### src/rtl/ps2_scan_ctrl.sv
// PS/2 scan-code sequencer: drains the receive FIFO one byte at a time,
// folds E0/F0 prefixes into single key events, filters typematic repeats,
// tracks shift/ctrl state and hands events downstream on valid/ready.
module ps2_scan_ctrl (
  input  logic       clk,
  input  logic       clrn,
  input  logic [7:0] fifo_data,
  input  logic       fifo_ready,
  input  logic       fifo_overflow,
  output logic       fifo_nextdata_n,
  output logic       evt_valid,
  input  logic       evt_ready,
  output logic [7:0] evt_code,
  output logic       evt_ext,
  output logic       evt_break,
  output logic       shift_flag,
  output logic       ctrl_flag,
  output logic [7:0] press_cnt,
  output logic       err_flag
);

  typedef enum logic [1:0] {IDLE, POP, DECODE, EMIT} state_t;

  state_t     state, state_nxt;
  logic [7:0] byte_q, byte_nxt;
  logic       ext_pend, ext_pend_nxt;
  logic       brk_pend, brk_pend_nxt;
  logic       held_vld, held_vld_nxt;
  logic       held_ext, held_ext_nxt;
  logic [7:0] held_code, held_code_nxt;
  logic       lshift, lshift_nxt;
  logic       rshift, rshift_nxt;
  logic       lctrl, lctrl_nxt;
  logic       rctrl, rctrl_nxt;
  logic [7:0] evt_code_nxt;
  logic       evt_ext_nxt;
  logic       evt_brk_nxt;
  logic [7:0] press_nxt;
  logic       err_nxt;
  logic       key_match;

  // A code matches the held key only when a key is actually held.
  assign key_match = held_vld && ({ext_pend, byte_q} == {held_ext, held_code});

  // State register.
  always_ff @(posedge clk) begin
    if (!clrn) state <= IDLE;
    else       state <= state_nxt;
  end

  // Next-state and next-value logic for every register in the block.
  always_comb begin
    state_nxt     = state;
    byte_nxt      = byte_q;
    ext_pend_nxt  = ext_pend;
    brk_pend_nxt  = brk_pend;
    held_vld_nxt  = held_vld;
    held_ext_nxt  = held_ext;
    held_code_nxt = held_code;
    lshift_nxt    = lshift;
    rshift_nxt    = rshift;
    lctrl_nxt     = lctrl;
    rctrl_nxt     = rctrl;
    evt_code_nxt  = evt_code;
    evt_ext_nxt   = evt_ext;
    evt_brk_nxt   = evt_break;
    press_nxt     = press_cnt;
    err_nxt       = err_flag | fifo_overflow;
    case (state)
      IDLE: begin
        if (fifo_ready) begin
          byte_nxt  = fifo_data;
          state_nxt = POP;
        end
      end
      POP: state_nxt = DECODE;
      DECODE: begin
        state_nxt    = IDLE;
        ext_pend_nxt = 1'b0;
        brk_pend_nxt = 1'b0;
        case (byte_q)
          8'hE0: begin
            ext_pend_nxt = 1'b1;
            brk_pend_nxt = brk_pend;
          end
          8'hF0: begin
            ext_pend_nxt = ext_pend;
            brk_pend_nxt = 1'b1;
          end
          8'h00, 8'hFF: err_nxt = 1'b1;
          8'hAA: begin
            // Self-test pass: dropped, pend bits already cleared above.
          end
          default: begin
            // Modifiers follow every code, repeats included.
            if (!ext_pend && byte_q == 8'h12) lshift_nxt = !brk_pend;
            if (!ext_pend && byte_q == 8'h59) rshift_nxt = !brk_pend;
            if (!ext_pend && byte_q == 8'h14) lctrl_nxt  = !brk_pend;
            if (ext_pend  && byte_q == 8'h14) rctrl_nxt  = !brk_pend;
            if (!brk_pend) begin
              if (!key_match) begin
                held_vld_nxt  = 1'b1;
                held_ext_nxt  = ext_pend;
                held_code_nxt = byte_q;
                press_nxt     = press_cnt + 8'd1;
                evt_code_nxt  = byte_q;
                evt_ext_nxt   = ext_pend;
                evt_brk_nxt   = 1'b0;
                state_nxt     = EMIT;
              end
            end else begin
              if (key_match) held_vld_nxt = 1'b0;
              evt_code_nxt = byte_q;
              evt_ext_nxt  = ext_pend;
              evt_brk_nxt  = 1'b1;
              state_nxt    = EMIT;
            end
          end
        endcase
      end
      EMIT: begin
        if (evt_ready) state_nxt = IDLE;
      end
      default: state_nxt = IDLE;
    endcase
  end

  // Captured FIFO byte; pure data, so no reset.
  always_ff @(posedge clk) begin
    byte_q <= byte_nxt;
  end

  // Control and output registers; outputs are loaded from next-state values so none is combinational.
  always_ff @(posedge clk) begin
    if (!clrn) begin
      ext_pend        <= 1'b0;
      brk_pend        <= 1'b0;
      held_vld        <= 1'b0;
      held_ext        <= 1'b0;
      held_code       <= 8'h00;
      lshift          <= 1'b0;
      rshift          <= 1'b0;
      lctrl           <= 1'b0;
      rctrl           <= 1'b0;
      fifo_nextdata_n <= 1'b1;
      evt_valid       <= 1'b0;
      evt_code        <= 8'h00;
      evt_ext         <= 1'b0;
      evt_break       <= 1'b0;
      shift_flag      <= 1'b0;
      ctrl_flag       <= 1'b0;
      press_cnt       <= 8'h00;
      err_flag        <= 1'b0;
    end else begin
      ext_pend        <= ext_pend_nxt;
      brk_pend        <= brk_pend_nxt;
      held_vld        <= held_vld_nxt;
      held_ext        <= held_ext_nxt;
      held_code       <= held_code_nxt;
      lshift          <= lshift_nxt;
      rshift          <= rshift_nxt;
      lctrl           <= lctrl_nxt;
      rctrl           <= rctrl_nxt;
      fifo_nextdata_n <= (state_nxt != POP);
      evt_valid       <= (state_nxt == EMIT);
      evt_code        <= evt_code_nxt;
      evt_ext         <= evt_ext_nxt;
      evt_break       <= evt_brk_nxt;
      shift_flag      <= lshift_nxt | rshift_nxt;
      ctrl_flag       <= lctrl_nxt | rctrl_nxt;
      press_cnt       <= press_nxt;
      err_flag        <= err_nxt;
    end
  end

endmodule

### config.mk
export PLATFORM = sky130hd
export DESIGN_NAME = ps2_scan_ctrl
export DESIGN_NICKNAME = d
export VERILOG_FILES = /design/src/rtl/ps2_scan_ctrl.sv
export SDC_FILE = /design/constraint.sdc
export NUM_CORES = 1
export LEC_CHECK = 0
export ABC_AREA = 1
export CORE_UTILIZATION = 23
export CTS_CLUSTER_SIZE = 30
export DETAILED_ROUTE_END_ITERATION = 7
export DONT_BUFFER_PORTS = 1
export HOLD_SLACK_MARGIN = 0.15
export RECOVER_POWER = 100
export SYNTH_ARGS = -nofsm -noshare
export SYNTH_HDL_FRONTEND = slang
export SYNTH_SLANG_ARGS = --single-unit
export TNS_END_PERCENT = 5
### constraint.sdc
create_clock -name clk -period 4.38 [get_ports clk]
set_clock_uncertainty 0.1 [all_clocks]
set_input_delay 0.876 -clock clk [delete_from_list [all_inputs] [get_ports clk]]
set_output_delay 0.876 -clock clk [all_outputs]
set_load 0.01 [all_outputs]
==> flow_summary.ini, run 1 <==
[status]
status = finished clean

[finish]
final_cells = 451
final_cell_mix = nand2_1 (88), nor2_1 (43), dfxtp_1 (41)
final_common_cell = nand2_1
fillerInstances = 1071
fin_nets = 330
synthToLayoutAreaGrowth_pct = 8.446
regArea_um2 = 1061
drive_above_1_share = 0.05363
multiInputGateArea_um2 = 1036

[setup_path]
critPathLaunchType = register
arrival_ps = 2730
reg2reg_setup_slack_ps = 1710
required_ps = 4440
path_cells = inv_1 > nand2_1 > nor2_1 > nand2_2 > nand3_1 > nor2_4 > nand3_1 > nand2_1 > a21oi_1
crit_slowest_cell = nand3_1
cp_max_fo = 21
slowest_delay_ps = 640
critPathKind = register to register
endpoint_kind = register

[clock_tree]
h-tree-depth = 2
post_cts_buffers = 0
cts_made_buffers = 5
clkTransAtPathRegs_ps = 100
cts.path.max_buffers = 2
cts_sinks = 49
worst_skew_pair.late_latency_ps = 310
cts_tree = yes
cts_root_buf = clkbuf_8
cts_resized = 0
hold_buffers = 0

[power_and_ir_drop]
powerDensity_nw_per_um2 = 397.9
p_leak_nw = 1.007
ir_worst_vdd_mv = 0.1681

[detailed_routing]
routedWlPerCell_um = 12.43
drt_drc_violations_left = 0
wl_mm = 5.604
first_pass_iters = 4
vias_per_cell = 4.401
ant_nets = 0
vias = 1985
drt-initial-drc-count = 122

[timing]
worst_slew_pin_slew_ps = 685.5
hold_violations = 0
timing.final.crit_share = 0.6094
setup_viol = 0
finalMaxSlewViolations = 0
tns_ps = 0
fin_crit_ps = 2669
max_slew_margin = 0.5417
grt_setup_unrepaired = false
maxClockFrequency_mhz = 374.7

[global_route]
antenna_found_initial = 0
overflow = 0
grt_max_degree = 23
grt_pass1_wl_mm = 8.942
grt_pass1_vias = 1829
grtUsageTotal = 0.1097

[run]
maxCapViolations = 0

[logic_synthesis]
synth_warnings = 0
yosysUniqueCellTypes = 28
ys_ff_latch = 49
seq_area_frac_synth = 0.4591
synth_nets = 333
synth_area_um2 = 2311
netlist_instances = 319
synth.avg_cell_area_um2 = 7.244

[placed_design]
dp_cells = 442
io_buffers = 0
dpl.hpwl_mm = 4.114
gp_congestion = 0.8923

[floorplan]
start_util = 0.2364
dieArea_um2 = 10450
die_w_um = 102.2
ios = 36
core_area_um2 = 9774
rows = 36
die_y_um = 102.2

[hold_path]
min_path_type = register to register
[worst paths after layout]
check	startpoint	depth (start not counted)	end
setup / recovery	byte_q[2]$_DFFE_PP_	9	held_code[1]$_SDFFE_PN0P_
hold / removal	held_code[2]$_SDFFE_PN0P_	2	held_code[2]$_SDFFE_PN0P_
setup reg to reg	byte_q[2]$_DFFE_PP_	9	held_code[1]$_SDFFE_PN0P_
hold reg to reg	held_code[2]$_SDFFE_PN0P_	2	held_code[2]$_SDFFE_PN0P_
[final cells by class]
type,count,share of cell area
Sequential cell,49,0.4234
Multi-Input combinational cell,227,0.4134
Tap cell,133,0.06640
Inverter,33,0.04943
Clock buffer,5,0.02746
Clock inverter,3,0.01897
Antenna cell,1,0.0009985
[routing by layer]
layer  wire length (um)  vias to the layer above  part of all wire  global-route usage
li1                   -                     1014                 -                   -
met1               2609                      896              0.47              0.1512
met2               2422                       67              0.43              0.1642
met3                489                        8             0.087             0.03283
met4                 82                        0             0.015             0.03297
met5                  0                        -                 0                   0
[sequential cells by signal, indices dropped and copies added, names as in the netlist, 2 cells and up]
signal	cells
held_code	8
evt_code	8
press_cnt	8
state	2
byte_q	8
[cells by family after synthesis]
logic type	synth area share
xor+xnor	0.02274
compound gates	0.08609
simple gates	0.3438
buf+inv	0.08284
flops	0.4591
fa+ha+maj	0.005413
[critical path: cells and delay by family (launching register included)]
family / cells / cell delay, ps
flip-flops: 1 / 470
buffers and inverters: 1 / 140
AND/OR/NAND/NOR: 7 / 1720
AO/OA/AOI/OAI: 1 / 90
[report_power, final]
group          internal [mW]  switching (mW)
registers              0.491          0.0417
clock network          0.174           0.164
logic                 0.0390          0.0869
[cell usage after synthesis, drive strengths merged]
| master | count | area share |
|---|---|---|
| ha | 1 | 0.0054 |
| nand3b | 1 | 0.0032 |
| a31oi | 1 | 0.0027 |
| xnor2 | 4 | 0.015 |
| nor2 | 46 | 0.083 |
| edfxtp | 8 | 0.10 |
| nand3 | 34 | 0.083 |
| clkbuf | 3 | 0.0049 |
| a21boi | 1 | 0.0032 |
| o21ai | 14 | 0.030 |
| dfxtp | 41 | 0.36 |
| and2 | 1 | 0.0027 |
| a21oi | 23 | 0.050 |
| nand2 | 90 | 0.15 |
| xor2 | 2 | 0.0076 |
| buf | 7 | 0.024 |
| inv | 33 | 0.054 |
| nor3 | 5 | 0.011 |
| nand4 | 4 | 0.011 |
[per-stage QoR]
stage	util	setup slack, ps	total power [mW]	area (um^2)	hold WS (ps)
detailed placement	0.2465	2074	0.6723	2410	381.2
floorplan	-	2738	0.6444	2311	352.1
finish	0.2564	1711	0.9972	2506	394.3
global route	0.2561	1490	1.047	2504	413.0
global placement	0.2465	2086	0.6714	2410	368.4
CTS	0.2584	2044	1.012	2526	397.4
(Power assumes the default switching activity.)
==> inputs of run 2 (changes only) <==
clock period = 2.45 ns   (was 4.38 ns; I/O delays follow)
==> flow_summary.ini, run 2 (synthesis results as in run 1) <==
[detailed_routing]
ant_nets = 0
routedWlPerCell_um = 12.89
first_pass_iters = 4
vias = 2024
vias_per_cell = 4.458
drt-initial-drc-count = 113
wl_mm = 5.852
drt_drc_violations_left = 0

[timing]
grt_setup_unrepaired = false
fin_crit_ps = 2217
setup_viol = 0
tns_ps = 0
finalMaxSlewViolations = 0
maxClockFrequency_mhz = 451.1
timing.final.crit_share = 0.9049
max_slew_margin = 0.6957
worst_slew_pin_slew_ps = 456.0
hold_violations = 0

[global_route]
grtUsageTotal = 0.1160
grtUsageMet2 = 0.1781
use_met3 = 0.03146
busiest_layer = met2
overflow = 0
grt_pass1_vias = 1904
grt_max_degree = 19
grt_pass1_wl_mm = 9.384
antenna_found_initial = 0
use_met1 = 0.1595

[floorplan]
die_w_um = 102.2
start_util = 0.2364
die_y_um = 102.2
ios = 36
core_area_um2 = 9774
dieArea_um2 = 10450
rows = 36

[power_and_ir_drop]
powerDensity_nw_per_um2 = 672.6
ir_worst_vdd_mv = 0.2703
power_frac_seq = 0.561
p_switching_uw = 518.6
power_frac_clock = 0.298
swShare = 0.3043
intPower_mw = 1.186
p_comb_frac = 0.141
p_leak_nw = 1.017

[setup_path]
critPathKind = register to register
critPathLaunchType = register
crit_slowest_cell = edfxtp_1
path_cells = inv_2 > nand2_1 > nor2_1 > nand3_1 > nand3_2 > nor2_4 > clkbuf_2 > nand2_1 > o21ai_0 > nor2_1
cp_max_fo = 14
arrival_ps = 2320
endpoint_kind = register
required_ps = 2560
critPathBufInv = 2
crit_family = simple AND/OR/NAND/NOR gates
slowest_delay_ps = 510

[placed_design]
place_area_um2 = 2432
io_buffers = 0
gp_congestion = 0.9205
dpl.hpwl_mm = 4.224

[status]
status = finished clean

[finish]
fin_nets = 334
final_cell_mix = nand2_1 (87), nor2_1 (43), dfxtp_1 (41)
fillerInstances = 1076
antennaDiodeCount = 0
final_common_cell = nand2_1
synthToLayoutAreaGrowth_pct = 9.637
drive_above_1_share = 0.07788
stdcell_area_um2 = 2534

[clock_tree]
h-tree-depth = 2
cts.path.max_buffers = 2
clkTransAtPathRegs_ps = 100
cts_root_buf = clkbuf_8
cts_tree = yes
cts_resized = 0
cts_sinks = 49
worst_skew_pair.late_latency_ps = 310
cts_made_buffers = 5

[hold_path]
min_path_type = primary input to register

[run]
maxCapViolations = 0
-- run 2: worst paths after layout --
kind                                   from                         to  slack [ps]  cells past startpoint
setup reg to reg        byte_q[2]$_DFFE_PP_      held_vld$_SDFFE_PN0P_         230                     10
setup / recovery        byte_q[2]$_DFFE_PP_      held_vld$_SDFFE_PN0P_         230                     10
hold reg to reg   held_code[1]$_SDFFE_PN0P_  held_code[1]$_SDFFE_PN0P_         390                      2
hold / removal                 fifo_data[7]        byte_q[7]$_DFFE_PP_         170                      0
-- run 2: through the flow --
stage / setup slack, ps / utilization / hold slack (ps) / total power [mW] / std cells
after floorplan: 807.9 / - / 352.1 / 1.152 / 319
after global placement: 471.3 / 0.2488 / 368.0 / 1.207 / 445
after detailed placement: 418.4 / 0.2488 / 380.0 / 1.214 / 445
after CTS: 399.7 / 0.2587 / 160.2 / 1.718 / 453
after global routing: 100.7 / 0.2592 / 155.1 / 1.799 / 454
final: 233.1 / 0.2592 / 166.5 / 1.704 / 454
-- run 2: final cells by class --
class / instances / area (um^2) / share of cell area
Clock buffer: 6 / 82.58 / 0.03259
Clock inverter: 2 / 13.76 / 0.005432
Inverter: 33 / 123.9 / 0.04889
Multi-Input combinational cell: 227 / 1056 / 0.4168
Sequential cell: 49 / 1061 / 0.4188
Tap cell: 133 / 166.4 / 0.06568
Timing Repair Buffer: 4 / 30.03 / 0.01185
-- run 2: repair_timing --
item,4_1_cts,5_1_grt
setup buffers,0,0
hold buffers,0,1
endpoints found under the hold margin,0,1
-- run 2: power groups by stage --
stage	clock, mW	sequential [mW]	combinational (mW)
floorplan	0	0.945	0.207
global placement	0	0.972	0.235
detailed placement	0	0.974	0.240
CTS	0.521	0.956	0.241
global route	0.558	0.965	0.275
finish	0.509	0.956	0.240
-- run 2: layer usage --
metal / share of wire / vias up / wire length, um
met3: 0.075 / 10 / 438
met4: 0.012 / 0 / 70
li1: - / 1022 / -
met1: 0.47 / 934 / 2740
met2: 0.44 / 58 / 2602
met5: 0 / - / 0
==> inputs of run 3 (changes only) <==
TNS_END_PERCENT = 10   (was 5)
==> results of run 3 <==
Final layout, timing and power as in run 2 (identical DEF).
==> edit: new RTL, config.mk and constraints of run 2 <==
The 4 states of `state_t` get a Gray code encoding in 2 bits.
--- a/src/rtl/ps2_scan_ctrl.sv
+++ b/src/rtl/ps2_scan_ctrl.sv
@@ -19,7 +19,7 @@
   output logic       err_flag
 );
 
-  typedef enum logic [1:0] {IDLE, POP, DECODE, EMIT} state_t;
+  typedef enum logic [1:0] {IDLE = 2'b00, POP = 2'b01, DECODE = 2'b11, EMIT = 2'b10} state_t;
 
   state_t     state, state_nxt;
   logic [7:0] byte_q, byte_nxt;
Formal check against the unedited RTL: no difference found for any inputs over 10 cycles, from zero or initial values; not proved beyond that.
==> edit against run 2 <==
  * Wire length fell by 4.7%
  * Worst setup slack improved by 0.074 ns
  * Sequential cell count did not move
  * Design area rose by 5.4%
  * Area after synthesis rose by 5.6%
  * Non-clock buffer count rose by 3
  * Total power fell by 0.45%
  * Clock power rose by 16%
  * Critical path type unchanged
  * Critical endpoint is now byte_q[2]
  * Highest routed layer unchanged
==> edit: results (changes against run 2) <==
Routing
  – Final WL: 5.58 mm (was 5.85 mm)
  – DR pass1 iterations: 4 (unchanged)
  – Vias per Instance: 4.26 (was 4.46)
  – 1st-iter DRT viols: 124 (was 113)

Logic synthesis
  – Largest cells by area after synthesis: dfxtp_1 (34%), nand2_1 (14%), edfxtp_1 (9.8%), nor2_1 (7.5%), nor2_2 (5.9%) (was dfxtp_1 (36%), nand2_1 (14%), edfxtp_1 (10%), nor2_1 (6.8%), nand3_1 (6.7%))
  – Commonest cells in the netlist: nand2_1 (94), nor2_1 (49), dfxtp_1 (41) (was nand2_1 (87), nor2_1 (42), dfxtp_1 (41))
  – EDFF count, synth: 8 (unchanged)
  – Sequential fraction of the synthesis area: 0.435 (was 0.459)
  – Synth Net Count: 348 (was 333)
  – Yosys cell types: 29 (was 28)
  – Yosys warnings: 0 (unchanged)
  – Syn Area/Cell: 7.31 sq um (was 7.24 sq um)
  – Synth Flop Type: dfxtp_1 (unchanged)
  – Post-synth ARST share: 0 (unchanged)

CTS
  – Worst skew pair latency: 0.30 ns
  – CTS H-Tree Depth: 2 (unchanged)
  – Setup bufs post-CTS: 0 (unchanged)
  – Resized cells post-CTS: 0 (unchanged)
  – CTS Root Cell: clkbuf_8 (unchanged)
  – Num CTS Buffers: 5 (unchanged)
  – Worst-path clk slew: 0.09 ns
  – Maximum clock insertion buffer count: 2 (unchanged)

Critical path
  – Worst path slowest cell: edfxtp_1 (unchanged)
  – Max FO, Critical Path: 12 (was 14)
  – Worst path arrival time: 2.06 ns (was 2.32 ns)
  – CP top delay family: simple AND/OR/NAND/NOR gates (unchanged)
  – CP max stage delay: 0.48 ns (was 0.51 ns)

Power
  – Peak supply drop: 0.000285 V (was 0.000270 V)
  – LEAKAGE: 1.11 nW (was 1.02 nW)
  – Sw Ratio: 0.255 (was 0.304)

Run
  – Max Cap Viol: 0 (unchanged)

Global route
  – Antenna violations before repair: 0 (unchanged)
  – First-pass GRT wire length: 9.39 mm (was 9.38 mm)
  – Number of global-route vias before repair: 1970 (was 1904)
  – Tot GR Track Use: 0.107 (was 0.116)
  – Pin count of the biggest net entering global routing: 20 (was 19)
  – GR Overflow Total: 0 (unchanged)

Place
  – PortBufs: 0 (unchanged)
  – Routability cong.: 0.931 (was 0.921)
  – Cells after DPL: 468 (was 445)
  – Hpwl dp: 4.32 mm (was 4.22 mm)

Finish
  – Fill cells: 1144 (was 1076)
  – Non-filler instance count after layout: 476 (was 454)
  – Share of post-route cells with drive strength above 1: 0.126 (was 0.0779)
  – # diodes: 0 (unchanged)

Outcome
  – Status: completed (unchanged)

Hold path
  – Hold Path Class: input port to register (unchanged)

STA
  – Max_slew headroom: 0.746 (was 0.696)
-- edit: cell families after synthesis --
| group | synth area share |
|---|---|
| AND/OR/NAND/NOR | 0.386 |
| adder cells (fa/ha/maj) | 0.00512 |
| AO/OA/AOI/OAI | 0.0743 |
| buffers and inverters | 0.0779 |
| flip-flops | 0.435 |
| XOR/XNOR | 0.0215 |
-- edit: per-stage QoR --
stage / worst slack [ns] / area [sq um] / utilization
2_1_floorplan: 0.0820 / 2440 / -
3_3_place_gp: 0.294 / 2600 / 0.252
3_5_place_dp: 0.307 / 2600 / 0.252
4_1_cts: 0.295 / 2710 / 0.263
5_1_grt: 0.0955 / 2670 / 0.259
6_report: 0.307 / 2670 / 0.259
-- edit: path summary, 6_finish.rpt --
check | from | end | slack (ns) | cells past startpoint
hold reg to reg | held_code[0] | held_code[0] | 0.39 | 2
setup / recovery | byte_q[1] | byte_q[2] | 0.31 | 10
setup reg to reg | byte_q[1] | byte_q[2] | 0.31 | 10
hold / removal | fifo_data[3] | byte_q[3] | 0.18 | 0
-- edit: power by group through the flow --
stage / Clock (mW) / Combinational (mW) / Sequential [mW]
after floorplan: 0 / 0.165 / 0.918
after global placement: 0 / 0.199 / 0.930
after detailed placement: 0 / 0.199 / 0.931
after CTS: 0.610 / 0.199 / 0.913
after global routing: 0.632 / 0.221 / 0.918
final: 0.592 / 0.193 / 0.911
-- edit: area by class of cell --
cell class | count | share of cell area
inverter | 33 | 0.0464
clock inverter | 1 | 0.0112
tap | 136 | 0.0637
sequential | 49 | 0.397
multi-input combinational | 243 | 0.431
timing repair buffer | 7 | 0.0183
clock buffer | 7 | 0.0323
-- edit: metal layers --
| metal | routed length [microns] | GRT usage | vias up |
|---|---|---|---|
| met5 | 0 | 0 | - |
| met4 | 151 | 0.0483 | 0 |
| met3 | 302 | 0.0262 | 12 |
| met2 | 2610 | 0.186 | 51 |
| met1 | 2510 | 0.125 | 913 |
| li1 | - | - | 1051 |
-- edit: worst reg2reg max path, cell delays in order, from the launching register on --
cell      delay [ns]
edfxtp_1        0.48
inv_1           0.14
nand2_1         0.09
nor2_2          0.19
nand3_1         0.14
nand3_1         0.15
nor2_4          0.10
nand2_4         0.08
nand2_1         0.06
nor3_1          0.13
buf_4           0.20
